$ cat src/rtl/wb_stage_unit.sv
// Write-back stage: registers the MEM/WB result onto the register-file write port,
// waiting (with optional timeout) for variable-latency load data.
module wb_stage_unit #(
  parameter int unsigned TIMEOUT_CYCLES = 16,
  parameter int unsigned CNT_W          = 8
) (
  input  logic        clk,
  input  logic        rst,
  input  logic        in_valid,
  input  logic        in_wb_en,
  input  logic        in_mem_read,
  input  logic [3:0]  in_dest,
  input  logic [31:0] in_alu_result,
  input  logic        mem_rsp_valid,
  input  logic [31:0] mem_rsp_data,
  output logic        reg_file_wb_en,
  output logic [3:0]  reg_file_wb_address,
  output logic [31:0] reg_file_wb_data,
  output logic        wb_stall,
  output logic        load_pending,
  output logic [3:0]  load_pending_dest,
  output logic        load_timeout,
  output logic        error_flag
);

  typedef enum logic {
    S_IDLE,
    S_WAIT_LOAD
  } state_t;

  localparam bit              LP_TO_EN = (TIMEOUT_CYCLES != 0);
  localparam logic [CNT_W-1:0] LP_LAST = CNT_W'(TIMEOUT_CYCLES - 1);

  state_t             r_state, w_state_nxt;
  logic [CNT_W-1:0]   r_cnt, w_cnt_nxt;
  logic [3:0]         r_dest, w_dest_nxt;
  logic               r_wb_en, w_wb_en_nxt;
  logic [3:0]         r_wb_addr, w_wb_addr_nxt;
  logic [31:0]        r_wb_data, w_wb_data_nxt;
  logic               r_timeout, w_timeout_nxt;
  logic               r_error, w_error_nxt;
  logic               w_stall;

  always_ff @(posedge clk or negedge rst) begin
    if (!rst) begin
      r_state   <= S_IDLE;
      r_cnt     <= '0;
      r_dest    <= '0;
      r_wb_en   <= 1'b0;
      r_wb_addr <= '0;
      r_wb_data <= '0;
      r_timeout <= 1'b0;
      r_error   <= 1'b0;
    end else begin
      r_state   <= w_state_nxt;
      r_cnt     <= w_cnt_nxt;
      r_dest    <= w_dest_nxt;
      r_wb_en   <= w_wb_en_nxt;
      r_wb_addr <= w_wb_addr_nxt;
      r_wb_data <= w_wb_data_nxt;
      r_timeout <= w_timeout_nxt;
      r_error   <= w_error_nxt;
    end
  end

  always_comb begin
    w_state_nxt   = r_state;
    w_cnt_nxt     = r_cnt;
    w_dest_nxt    = r_dest;
    w_wb_en_nxt   = 1'b0;
    w_wb_addr_nxt = r_wb_addr;
    w_wb_data_nxt = r_wb_data;
    w_timeout_nxt = 1'b0;
    w_error_nxt   = r_error;
    case (r_state)
      S_IDLE: begin
        if (in_valid && in_wb_en) begin
          if (in_mem_read) begin
            w_state_nxt = S_WAIT_LOAD;
            w_dest_nxt  = in_dest;
            w_cnt_nxt   = '0;
          end else begin
            w_wb_en_nxt   = 1'b1;
            w_wb_addr_nxt = in_dest;
            w_wb_data_nxt = in_alu_result;
          end
        end
      end
      S_WAIT_LOAD: begin
        // A response wins over a coincident timeout.
        if (mem_rsp_valid) begin
          w_state_nxt   = S_IDLE;
          w_wb_en_nxt   = 1'b1;
          w_wb_addr_nxt = r_dest;
          w_wb_data_nxt = mem_rsp_data;
        end else if (LP_TO_EN && (r_cnt == LP_LAST)) begin
          w_state_nxt   = S_IDLE;
          w_timeout_nxt = 1'b1;
          w_error_nxt   = 1'b1;
        end else begin
          w_cnt_nxt = r_cnt + 1'b1;
        end
      end
      default: w_state_nxt = S_IDLE;
    endcase
  end

  assign w_stall             = (r_state == S_WAIT_LOAD);
  assign wb_stall            = w_stall;
  assign load_pending        = w_stall;
  assign load_pending_dest   = w_stall ? r_dest : '0;
  assign reg_file_wb_en      = r_wb_en;
  assign reg_file_wb_address = r_wb_addr;
  assign reg_file_wb_data    = r_wb_data;
  assign load_timeout        = r_timeout;
  assign error_flag          = r_error;

endmodule

$ cat config.mk
export PLATFORM = sky130hd
export DESIGN_NAME = wb_stage_unit
export DESIGN_NICKNAME = d
export VERILOG_FILES = /design/src/rtl/wb_stage_unit.sv
export SDC_FILE = /design/constraint.sdc
export NUM_CORES = 1
export LEC_CHECK = 0
export BUFFER_PORTS_ARGS = -buffer_cell sky130_fd_sc_hd__buf_4
export CAP_MARGIN = 10
export CORE_MARGIN = 2
export CORE_UTILIZATION = 45
export DETAILED_ROUTE_END_ITERATION = 6
export PLACE_DENSITY = 0.87
export SLEW_MARGIN = 20
export SYNTH_ARGS = -nofsm -noshare
export SYNTH_HDL_FRONTEND = slang
export SYNTH_SLANG_ARGS = --single-unit
export TNS_END_PERCENT = 30
$ cat constraint.sdc
create_clock -name clk -period 1.85 [get_ports clk]
set_clock_uncertainty 0.1 [all_clocks]
set_input_delay 0.2775 -clock clk [delete_from_list [all_inputs] [get_ports clk]]
set_output_delay 0.2775 -clock clk [all_outputs]
set_load 0.02 [all_outputs]
# Word level (Yosys, flattened, before mapping)
# Cells that the tools add are included.
# W data, S select, Z words.
[totals] inputBits=74 register_bits=52 elab_cells=49 output_inout_bits=45
[classes] muxes=26 n_reduce_logical=5 eq_ne=7 bitwise_logic=2 addsub=1
[ops] op="$mux W32" count=3
[ops] op="$pmux W32 S2" count=1
[ops] op="$mux W8" count=4
[ops] op="$mux W4" count=4
[ops] op="$pmux W8 S2" count=1
[ops] op="$ne A2 B2 Y1 const B" count=6
[ops] op="$mux W1" count=10
[ops] op="$reduce_and A3 Y1" count=3
[ops] op="$add A8 B1 Y8 const B" count=1
[ops] op="$eq A8 B4 Y1 const B" count=1
[ops] op="$pmux W4 S2" count=1
[ops] op="$pmux W1 S2" count=2
[ops] op="$reduce_and A4 Y1" count=1
[ops] op="$not A1 Y1" count=2
[ops] op="$logic_and A1 B1 Y1" count=1

# Logic depth before layout (Yosys ltp)
# Gate-level depths: netlist of run 1.
[depth] ltp_word=4 mapped_depth=6 mapped_depth_nobuf=5

# Least setup slack after synthesis of run 1
# OpenSTA, ideal clock, no wires.
[synth_timing] path_kind="register to register" from="register r_cnt[0]" to="register r_cnt[3]" synth_period_minus_slack_ns=1.641 n_path_buf=0 required_time_ns=1.624 slack_ns=0.209 setup_ns=0.126 arrival_time_ns=1.415 path_stages_with_launch=6 path_cell_list="dfrtp_1 > ha_1 > and3_1 > a21oi_4 > nor2_2 > a221o_1"
[synth_between] elab_chain_cells=4 word_cells_on_any_way=7 classes_between="1 x add/sub; 2 x eq/ne; 3 x mux; 1 x reduce/logical"
[synth_rtl] item="start, declared" line="35" rtl="logic [CNT_W-1:0] r_cnt, w_cnt_nxt;"
[synth_rtl] item="start signal, assigned" line="56" rtl="r_cnt <= w_cnt_nxt;"
[synth_rtl] item="$add A8 B1 Y8" line="101" rtl="w_cnt_nxt = r_cnt + 1'b1;"
[synth_rtl] item="$mux W8" line="96" rtl="end else if (LP_TO_EN && (r_cnt == LP_LAST)) begin"
[synth_rtl] item="$mux W8" line="91" rtl="if (mem_rsp_valid) begin"
[synth_rtl] item="$pmux W8 S2" line="75" rtl="case (r_state)"
# Several ways; a longest one is shown, not always the timed one. The select of a mux whose other input is x is not followed.
# A chain may end at the register's enable or synchronous reset.

# Final worst setup path of run 1
# Ends and elaborated chain as after synthesis.

==> results of run 1 <==
worst max-delay path, stage by stage (launching register included):
cell and delay [ns]:
sky130_fd_sc_hd__dfrtp_1 0.41, sky130_fd_sc_hd__ha_1 0.23, sky130_fd_sc_hd__and3_1 0.21, sky130_fd_sc_hd__a21oi_4 0.27
sky130_fd_sc_hd__nor2_2 0.09, sky130_fd_sc_hd__a221o_1 0.35
cell usage after synthesis (2+ instances only):
library cell              number  area, sq um
sky130_fd_sc_hd__nand2_1      19         71.3
sky130_fd_sc_hd__nand3_1       3         15.0
sky130_fd_sc_hd__a21oi_1      41          205
sky130_fd_sc_hd__mux2i_1      35          350
sky130_fd_sc_hd__dfrtp_1      52         1300
sky130_fd_sc_hd__inv_1         2         7.51
sky130_fd_sc_hd__buf_2         8         40.0
sky130_fd_sc_hd__nor2_1       40          150
sky130_fd_sc_hd__and3_1        2         12.5
sky130_fd_sc_hd__buf_1         3         11.3
sky130_fd_sc_hd__o21ai_0       3         15.0
sky130_fd_sc_hd__and2_1        5         31.3
state kept, by name, summed over array words and instances, names as in the netlist:
| name | flops |
|---|---|
| error_flag | 1 |
| load_timeout | 1 |
| r_cnt | 8 |
| reg_file_wb_en | 1 |
| reg_file_wb_address | 4 |
| reg_file_wb_data | 32 |
| load_pending | 1 |
| r_dest | 4 |
how the worst min path moves through the flow:
stage	startpoint	endpoint	slack [ns]
floorplan	rst	error_flag	-0.12
finish	in_dest[0]	r_dest[0]	0.08
detailed placement	rst	reg_file_wb_data[4]	0.25
global placement	rst	reg_file_wb_en	0.24
global route	in_dest[0]	r_dest[0]	0.08
CTS	in_dest[0]	r_dest[0]	0.07
per-layer routing:
metal | part of all wire | up-vias | track usage
li1 | - | 1036 | -
met3 | 0.052 | 13 | 0.0424
met5 | 0 | - | 0
met4 | 0.027 | 0 | 0.0982
met2 | 0.55 | 76 | 0.382
met1 | 0.37 | 1015 | 0.219
cells by family (layout without fill, tap and decap cells):
kind of cell | after synthesis | count (layout)
muxes | 36 | 36
and+or+nand+nor | 78 | 78
DFF | 52 | 52
adders and majority gates | 1 | 1
buffers and inverters | 16 | 137
AOI/OAI and AO/OA | 50 | 50
area by class of cell:
| cell class | count | area [sq um] |
|---|---|---|
| multi-input cells | 165 | 1020 |
| flip-flops and latches | 52 | 1300 |
| well taps | 70 | 87.6 |
| repair buffers | 126 | 961 |
| clock buffers | 8 | 90.1 |
| fillers | 421 | 1640 |
| inverters | 3 | 11.3 |
report_power, final:
part	total (W)	internal (W)	leakage, nW	switching, W
Clock	0.000642	0.000305	0.0455	0.000337
Sequential	0.00154	0.00138	0.606	0.000155
Combinational	0.00123	0.000572	1.02	0.000659
Total	0.00341	0.00226	1.67	0.00115
per-stage QoR:
step                      setup TNS, ns  power [W]  area [sq um]
after floorplan                       0    0.00219          2390
after global placement                0    0.00274          3350
after detailed placement              0    0.00280          3350
after CTS                             0    0.00345          3450
after global routing            -0.0148    0.00363          3470
final                                 0    0.00341          3470
timing repair:
action	4_1_cts	5_1_grt
buffers inserted	0	2
hold buffers	1	0
setup endpoints to repair	0	5
endpoints found under the hold margin	52	0
==> summary.txt, run 1 <==
Pwr per Cell Area = 984 nW/um^2
Max-Slew Margin vs Limit = 0.564
number of synthesized flops with an enable pin = 0
synthesized-area fraction occupied by xor and xnor cells = 0
effective utilization at floorplan = 0.468
Clock H-tree levels = 2
slew at the pin closest to its max-slew limit = 0.654 ns
WL final = 5880 um
proportion of layout cells with a drive suffix above 1 = 0.395
static power due to leakage = 1.67 nW
number of cells traversed by the worst hold path = 3
HPWL after detailed placement = 4420 um
synthesized area = 2390 sq um
Synth Area in Compound Gates = 0.117
top library cells by usage in the layout, fill and taps aside = sky130_fd_sc_hd__buf_4, sky130_fd_sc_hd__dfrtp_1, sky130_fd_sc_hd__a21oi_1
most common library cell in the layout ignoring fill and taps = sky130_fd_sc_hd__buf_4
clk buf depth = 2
capturing instance or port of the critical path = r_cnt[3]
Top-Level Pins = 119
unrepaired setup endpoints after global routing = true
GRT Resource Usage Total = 0.205
minimum period implied by the final worst setup slack = 1.76 ns
growth of design area from synthesis to finish = 45.1%
syn nets = 308
horizontal die dimension = 76.9 um
launch instance of the worst register-to-register path = r_cnt[0]
TritonCTS clock tree = built
depth of the worst register-to-register path = 5
outcome = completed
count of vias placed by the detailed router = 2,140
final worst-path cycle share = 0.949
antenna fix cells = 0
post-route insts no fill = 424
CP startpoint kind = flop
number of buffers inserted by port buffering = 118
max-capacitance violation count = 0
final setup fails = 0
Detailed Routing Iterations Pass 1 = 4
antenna violations before repair = 0
setup slack at placement = 0.111 ns
number of buffers created by CTS = 5
final routed wire length divided by cell count = 13.9 um
class of the worst hold path = primary input to flop
Final Wtd Congestion = 0.782
final count of pins violating max slew = 0
Setup Crit Path Kind = flop to flop
Most used DFF post-synth = sky130_fd_sc_hd__dfrtp_1
data required time of the worst path = 1.94 ns
number of rows created at floorplan = 26
Synth cell types = 32
pin count of the biggest net entering global routing = 74
setup slack of the most critical reg-to-reg path = 0.09 ns
ys async rst share = 1.00
global-route wire length before repair = 9600 um
Iteration-0 DRC Markers = 78
worst voltage drop across the vdd grid = 468 uV
combinational family with the most area after synthesis = multiplexers
portion of netlist area occupied by mux cells = 0.151
synthesized-area fraction occupied by adder cells = 0.00524
Resized Gates After CTS = 0
Clock Pin Slew Worst Setup and Hold Paths = 0.09 ns
number of routed nets with antenna violations = 0
register bit count reported by yosys = 52
net total in the final layout = 428
critical path fanouts, max = 10
simple logic cell fraction of the synthesized area = 0.151
maximum operating frequency = 0.569 GHz
remaining design rule violation count = 0
die outline height = 76.9 um
element type at the critical path end = flop
number of cells produced by synthesis = 233
core utilization of the finished layout = 0.679
Setup crit start = r_cnt[0]
overall die area = 5910 sq um
Fin. Hold Viols = 0
Cells after DPL = 413
register area share after synthesis = 0.545
average footprint of a synthesized cell = 10.3 sq um
worst r2r dst = r_cnt[3]
Arrival @ worst endpoint = 1.85 ns
minimum setup slack in the final design = 0.0935 ns
Placeable Area = 5110 sq um
number of synthesis warnings = 0
Clk Latency, worst-skew pair = 0.30 ns
CTS sink count = 52
cell at the root of the clock tree = sky130_fd_sc_hd__clkbuf_8
via count of the first global-routing pass = 2,211
worst hold slack after final layout = 0.0784 ns
routed vias/inst = 5.05
total global routing overflow = 0
No activity file was read; power rests on OpenSTA's default activity.
==> inputs of run 2 (changes only) <==
--- a/config.mk
+++ b/config.mk
@@ -7,11 +7,12 @@
 export LEC_CHECK = 0
 export BUFFER_PORTS_ARGS = -buffer_cell sky130_fd_sc_hd__buf_4
 export CAP_MARGIN = 10
+export CELL_PAD_IN_SITES_DETAIL_PLACEMENT = 2
+export CELL_PAD_IN_SITES_GLOBAL_PLACEMENT = 2
 export CORE_MARGIN = 2
-export CORE_UTILIZATION = 45
+export CORE_UTILIZATION = 26
 export DETAILED_ROUTE_END_ITERATION = 6
 export PLACE_DENSITY = 0.87
-export SLEW_MARGIN = 20
 export SYNTH_ARGS = -nofsm -noshare
 export SYNTH_HDL_FRONTEND = slang
 export SYNTH_SLANG_ARGS = --single-unit
==> run 2 against run 1 <==
Effect of this change: clock power is 5.9% higher; sequential share of layout area is 0.81 points lower; maximum frequency hardly changed; critical endpoint is now load_pending_dest[2]; routed wire length is 23% higher; first-iteration DRC count is 50% lower; largest cell class unchanged.
==> summary.txt, run 2 (same netlist as run 1, synthesis figures left out) <==
Fin. Hold Viols = 0
total negative slack = 0 ns
Iteration-0 DRC Markers = 39
via count of the first global-routing pass = 2,355
CTS sink count = 52
count of vias placed by the detailed router = 2,197
number of routed nets with antenna violations = 0
worst hold slack after final layout = 0.0677 ns
Clk Latency, worst-skew pair = 0.31 ns
most common library cell in the layout ignoring fill and taps = sky130_fd_sc_hd__buf_4
final routed wire length divided by cell count = 15.7 um
pin count of the biggest net entering global routing = 53
antenna violations before repair = 0
Clock H-tree levels = 2
growth of design area from synthesis to finish = 48.3%
Pwr per Cell Area = 982 nW/um^2
Setup Crit Path Kind = flop to primary output
unrepaired setup endpoints after global routing = false
register share of total power = 0.442
number of buffers inserted by port buffering = 118
Max-Slew Margin vs Limit = 0.555
critical path fanouts, max = 27
top library cells by usage in the layout, fill and taps aside = sky130_fd_sc_hd__buf_4, sky130_fd_sc_hd__dfrtp_1, sky130_fd_sc_hd__a21oi_1
CP startpoint kind = flop
Final Wtd Congestion = 0.744
minimum period implied by the final worst setup slack = 1.76 ns
data required time of the worst path = 1.47 ns
number of buffers created by CTS = 5
proportion of layout cells with a drive suffix above 1 = 0.404
GRT Resource Usage Total = 0.146
Placeable Area = 8810 sq um
final count of pins violating max slew = 0
outcome = completed
Clock power frac = 0.195
routed vias/inst = 4.76
HPWL after detailed placement = 5490 um
maximum operating frequency = 0.569 GHz
share of total power in combinational logic = 0.362
clk buf depth = 2
remaining design rule violation count = 0
slew at the pin closest to its max-slew limit = 0.667 ns
total global routing overflow = 0
final setup fails = 0
number of rows created at floorplan = 34
Top-Level Pins = 119
die outline height = 99.9 um
Arrival @ worst endpoint = 1.38 ns
cell-internal power = 0.00227 W
overall die area = 9970 sq um
proportion of total power due to net switching = 0.349
global-route wire length before repair = 11,600 um
cell at the root of the clock tree = sky130_fd_sc_hd__clkbuf_8
effective utilization at floorplan = 0.271
static power due to leakage = 1.69 nW
WL final = 7250 um
antenna fix cells = 0
class of the worst hold path = primary input to flop
P_sw = 0.00122 W
worst voltage drop across the vdd grid = 294 uV
flip-flop count of the largest register after layout = 32
element type at the critical path end = primary output
net total in the final layout = 428
Detailed Routing Iterations Pass 1 = 4
max-capacitance violation count = 0
TritonCTS clock tree = built
final worst-path cycle share = 0.949
Clock Pin Slew Worst Setup and Hold Paths = 0.10 ns
horizontal die dimension = 99.9 um
number of inserted filler cells in the final layout = 973
[run 2: cell count changes in the layout (fill, tap and decap cells not counted), sizes merged]
cell    before  now
clkbuf       8    6
clkinv       0    2
[run 2: per-layer routing]
layer | GRT usage | routed length [um] | vias to the layer above
met5 | 0 | 0 | -
met4 | 0.0443 | 82 | 0
met3 | 0.0320 | 440 | 5
met2 | 0.279 | 3990 | 69
met1 | 0.161 | 2740 | 1086
li1 | - | - | 1037
[run 2: critical path, cell delays in order (launching register included)]
cell and delay [ns]:
sky130_fd_sc_hd__dfrtp_2 0.47, sky130_fd_sc_hd__buf_12 0.24, sky130_fd_sc_hd__and2_1 0.20, sky130_fd_sc_hd__buf_4 0.15
[run 2: final timing paths]
| check | start | end | slack (ns) | cells after the start |
|---|---|---|---|---|
| max in group asynchronous | rst | load_pending | 0.75 | 2 |
| hold / removal | in_dest[0] | r_dest[0] | 0.07 | 3 |
| setup reg to reg | r_cnt[0] | r_cnt[3] | 0.10 | 5 |
| hold reg to reg | error_flag | error_flag | 0.39 | 1 |
| min in group asynchronous | rst | reg_file_wb_data[5] | 0.44 | 2 |
| setup / recovery | load_pending | load_pending_dest[2] | 0.09 | 3 |
[run 2: area by class of cell]
class	count	area, sq um	share of cell area
tap	108	135	0.0381
inverter	3	11.3	0.00318
clock buffer	6	82.6	0.0233
multi-input combinational	165	1020	0.287
sequential	52	1300	0.367
timing repair buffer	126	986	0.278
clock inverter	2	10.0	0.00282
[run 2: through the flow]
| stage | util | total power (W) | instance area (sq um) | setup slack (ns) | std cells |
|---|---|---|---|---|---|
| 3_3_place_gp | 0.389 | 0.00278 | 3430 | 0.114 | 451 |
| 3_5_place_dp | 0.389 | 0.00285 | 3430 | 0.0298 | 451 |
| 5_1_grt | 0.403 | 0.00370 | 3540 | 0.0219 | 462 |
| 4_1_cts | 0.402 | 0.00355 | 3540 | 0.0697 | 462 |
| 6_report | 0.403 | 0.00348 | 3540 | 0.0937 | 462 |
| 2_1_floorplan | - | 0.00219 | 2390 | 0.209 | 233 |
[run 2: power groups by stage]
stage | sequential (W) | clock (W) | combinational (W)
3_3_place_gp | 0.00155 | 0 | 0.00124
3_5_place_dp | 0.00157 | 0 | 0.00128
4_1_cts | 0.00155 | 0.000712 | 0.00129
2_1_floorplan | 0.00180 | 0 | 0.000389
6_report | 0.00154 | 0.000680 | 0.00126
5_1_grt | 0.00158 | 0.000751 | 0.00137
[run 2: repair_timing]
action,CTS,global route
gates cloned,0,0
buffers inserted,2,0
hold buffers,1,0
pin swaps,1,0
gates resized for setup,0,1
setup endpoints to repair,1,1
endpoints found under the hold margin,52,0
==> inputs of run 3 (changes only) <==
--- a/config.mk
+++ b/config.mk
@@ -10,9 +10,9 @@
 export CELL_PAD_IN_SITES_DETAIL_PLACEMENT = 2
 export CELL_PAD_IN_SITES_GLOBAL_PLACEMENT = 2
 export CORE_MARGIN = 2
-export CORE_UTILIZATION = 26
+export CORE_UTILIZATION = 28
 export DETAILED_ROUTE_END_ITERATION = 6
-export PLACE_DENSITY = 0.87
+export PLACE_DENSITY = 0.92
 export SYNTH_ARGS = -nofsm -noshare
 export SYNTH_HDL_FRONTEND = slang
 export SYNTH_SLANG_ARGS = --single-unit
==> constraint.sdc (replaced) <==
create_clock -name clk -period 2.3 [get_ports clk]
set_clock_uncertainty 0.1 [all_clocks]
set_input_delay 0.345 -clock clk [delete_from_list [all_inputs] [get_ports clk]]
set_output_delay 0.345 -clock clk [all_outputs]
set_load 0.02 [all_outputs]
==> run 3 against run 2 <==
Effect of this change: global-route usage rose by 1.7 points; sequential power fell by 19%; largest power group unchanged; routed wire length rose by 2.2%; via count fell by 1.2%; combinational power fell by 21%; non-clock buffer count fell by 3; highest routed layer unchanged; hold slack improved by 0.086 ns; clock-buffer cell count did not move; critical path depth did not move; final area fell by 1.3%; cell count fell by 1.3%; sequential share of layout area rose by 0.49 points.
==> summary.txt, run 3 (same netlist as run 1, synthesis figures left out) <==
outcome = completed
number of routed nets with antenna violations = 0
Worst path top cell family by delay = flip-flops
Detailed Routing Iterations Pass 1 = 2
Fin. Hold Viols = 0
Clk Latency, worst-skew pair = 0.30 ns
Pwr per Cell Area = 817 nW/um^2
final count of pins violating max slew = 0
max-capacitance violation count = 0
slew at the pin closest to its max-slew limit = 0.652 ns
data required time of the worst path = 1.86 ns
Arrival @ worst endpoint = 1.65 ns
worst voltage drop across the vdd grid = 410 uV
share of total power in combinational logic = 0.349
Iteration-0 DRC Markers = 54
top library cells by usage in the layout, fill and taps aside = sky130_fd_sc_hd__buf_4, sky130_fd_sc_hd__dfrtp_1, sky130_fd_sc_hd__a21oi_1
remaining design rule violation count = 0
flip-flop count of the largest register after layout = 32
antenna fix cells = 0
final worst-path cycle share = 0.910
Hold Crit Endpoint = r_dest[1]
effective utilization at floorplan = 0.289
WL final = 7410 um
maximum operating frequency = 0.478 GHz
depth of the worst register-to-register path = 4
routed vias/inst = 4.76
met3 capacity usage during global routing = 0.0388
CP startpoint kind = flop
number of rows created at floorplan = 33
number of buffers inserted by port buffering = 118
Buf+Inv Stages, Crit Path = 2
slowest stage cell, crit path = sky130_fd_sc_hd__dfrtp_2
Min-Delay Startpoint = in_dest[1]
pin count of the biggest net entering global routing = 53
proportion of total power due to net switching = 0.339
setup slack of the most critical reg-to-reg path = 0.41 ns
unrepaired setup endpoints after global routing = false
HPWL after detailed placement = 5820 um
die outline height = 96.4 um
Clock H-tree levels = 2
met2 usage in global routing = 0.318
TritonCTS clock tree = built
Final Wtd Congestion = 0.726
total negative slack = 0 ns
final setup fails = 0
antenna violations before repair = 0
most common library cell in the layout ignoring fill and taps = sky130_fd_sc_hd__buf_4
Max-Slew Margin vs Limit = 0.566
core utilization of the finished layout = 0.424
Top-Level Pins = 119
maximum single-stage delay on the critical path = 0.60 ns
Placeable Area = 8260 sq um
cell-internal power = 0.00189 W
minimum period implied by the final worst setup slack = 2.09 ns
global-route wire length before repair = 11,600 um
net total in the final layout = 425
growth of design area from synthesis to finish = 46.4%
GR Layer Usage met1 = 0.172
element type at the critical path end = primary output
area occupied by multi-input gates = 1020 sq um
Total Power = 0.00286 W
number of buffers created by CTS = 5
P_sw = 0.000969 W
area of all sequential standard cells = 1300 sq um
overall die area = 9290 sq um
launch instance of the worst register-to-register path = load_pending
register share of total power = 0.437
number of inserted filler cells in the final layout = 949
proportion of layout cells with a drive suffix above 1 = 0.393
total global routing overflow = 0
final routed wire length divided by cell count = 16.3 um
cell chain of the critical path = buf_6 -> and2_1 -> buf_4
Setup Crit Path Kind = flop to primary output
critical path fanouts, max = 30
number of cells traversed by the worst hold path = 3
via count of the first global-routing pass = 2,378
CTS sink count = 52
horizontal die dimension = 96.4 um
static power due to leakage = 1.67 nW
Clock power frac = 0.214
global routing's busiest layer = met2
cell at the root of the clock tree = sky130_fd_sc_hd__clkbuf_8
clk buf depth = 2
class of the worst hold path = primary input to flop
GRT Resource Usage Total = 0.163
Clock Pin Slew Worst Setup and Hold Paths = 0.09 ns
count of vias placed by the detailed router = 2,171
worst r2r dst = r_cnt[3]
run 3: cell types whose count changed in the layout (fill, tap and decap cells not counted):
cell                        previous run  this run
sky130_fd_sc_hd__buf_12                3         0
sky130_fd_sc_hd__and3_1                1         2
sky130_fd_sc_hd__and3_2                1         0
sky130_fd_sc_hd__buf_4               122       121
sky130_fd_sc_hd__buf_6                 0         1
sky130_fd_sc_hd__bufinv_16             0         1
sky130_fd_sc_hd__clkbuf_1              0         1
sky130_fd_sc_hd__clkbuf_8              6         5
sky130_fd_sc_hd__clkinv_2              2         1
run 3: worst min-delay path: cells and delay by family:
kind                   cells  cell delay (ns)
buffers and inverters      1             0.09
and+or+nand+nor            2             0.09
run 3: layout make-up:
cell class,instances,area share
Clock inverter,2,0.0100
Timing Repair Buffer,123,0.266
Tap cell,105,0.0376
Clock buffer,6,0.0207
Multi-Input combinational cell,165,0.290
Sequential cell,52,0.372
Inverter,3,0.00322
run 3: how the worst max path moves through the flow:
stage	startpoint	end	slack [ns]	depth (start not counted)
final	load_pending	load_pending_dest[0]	0.21	3
after global routing	load_pending	load_pending_dest[0]	0.1	3
after CTS	load_pending	load_pending_dest[0]	0.03	3
after detailed placement	load_pending	load_pending_dest[0]	0.37	3
after global placement	load_pending	load_pending_dest[1]	0.46	3
after floorplan	r_cnt[0]	r_cnt[3]	0.66	5
run 3: timing repair:
| item | CTS | global route |
|---|---|---|
| resized for setup | 0 | 1 |
| hold endpoints to repair | 18 | 0 |
| hold buffers | 1 | 0 |
| endpoints found under the setup margin | 0 | 4 |
| buffers inserted | 0 | 0 |
run 3: power groups by stage:
stage / clock network, W / registers (W) / logic (W)
after floorplan: 0 / 0.00145 / 0.000313
after global placement: 0 / 0.00125 / 0.000967
after detailed placement: 0 / 0.00127 / 0.00102
after CTS: 0.000639 / 0.00126 / 0.00102
after global routing: 0.000672 / 0.00128 / 0.00109
final: 0.000612 / 0.00125 / 0.000996
run 3: per-layer routing:
layer | share of wire | vias to the layer above
met3 | 0.069 | 7
li1 | - | 1029
met1 | 0.37 | 1062
met5 | 0 | -
met2 | 0.55 | 73
met4 | 0.016 | 0
run 3: stage by stage:
| step | hold slack (ns) | cell area (sq um) | std cells | setup WS [ns] |
|---|---|---|---|---|
| detailed placement | 0.334 | 3380 | 447 | 0.370 |
| floorplan | -0.0506 | 2390 | 233 | 0.659 |
| global route | 0.145 | 3500 | 456 | 0.0954 |
| global placement | 0.328 | 3380 | 447 | 0.459 |
| finish | 0.154 | 3500 | 456 | 0.206 |
| CTS | 0.148 | 3490 | 456 | 0.0259 |
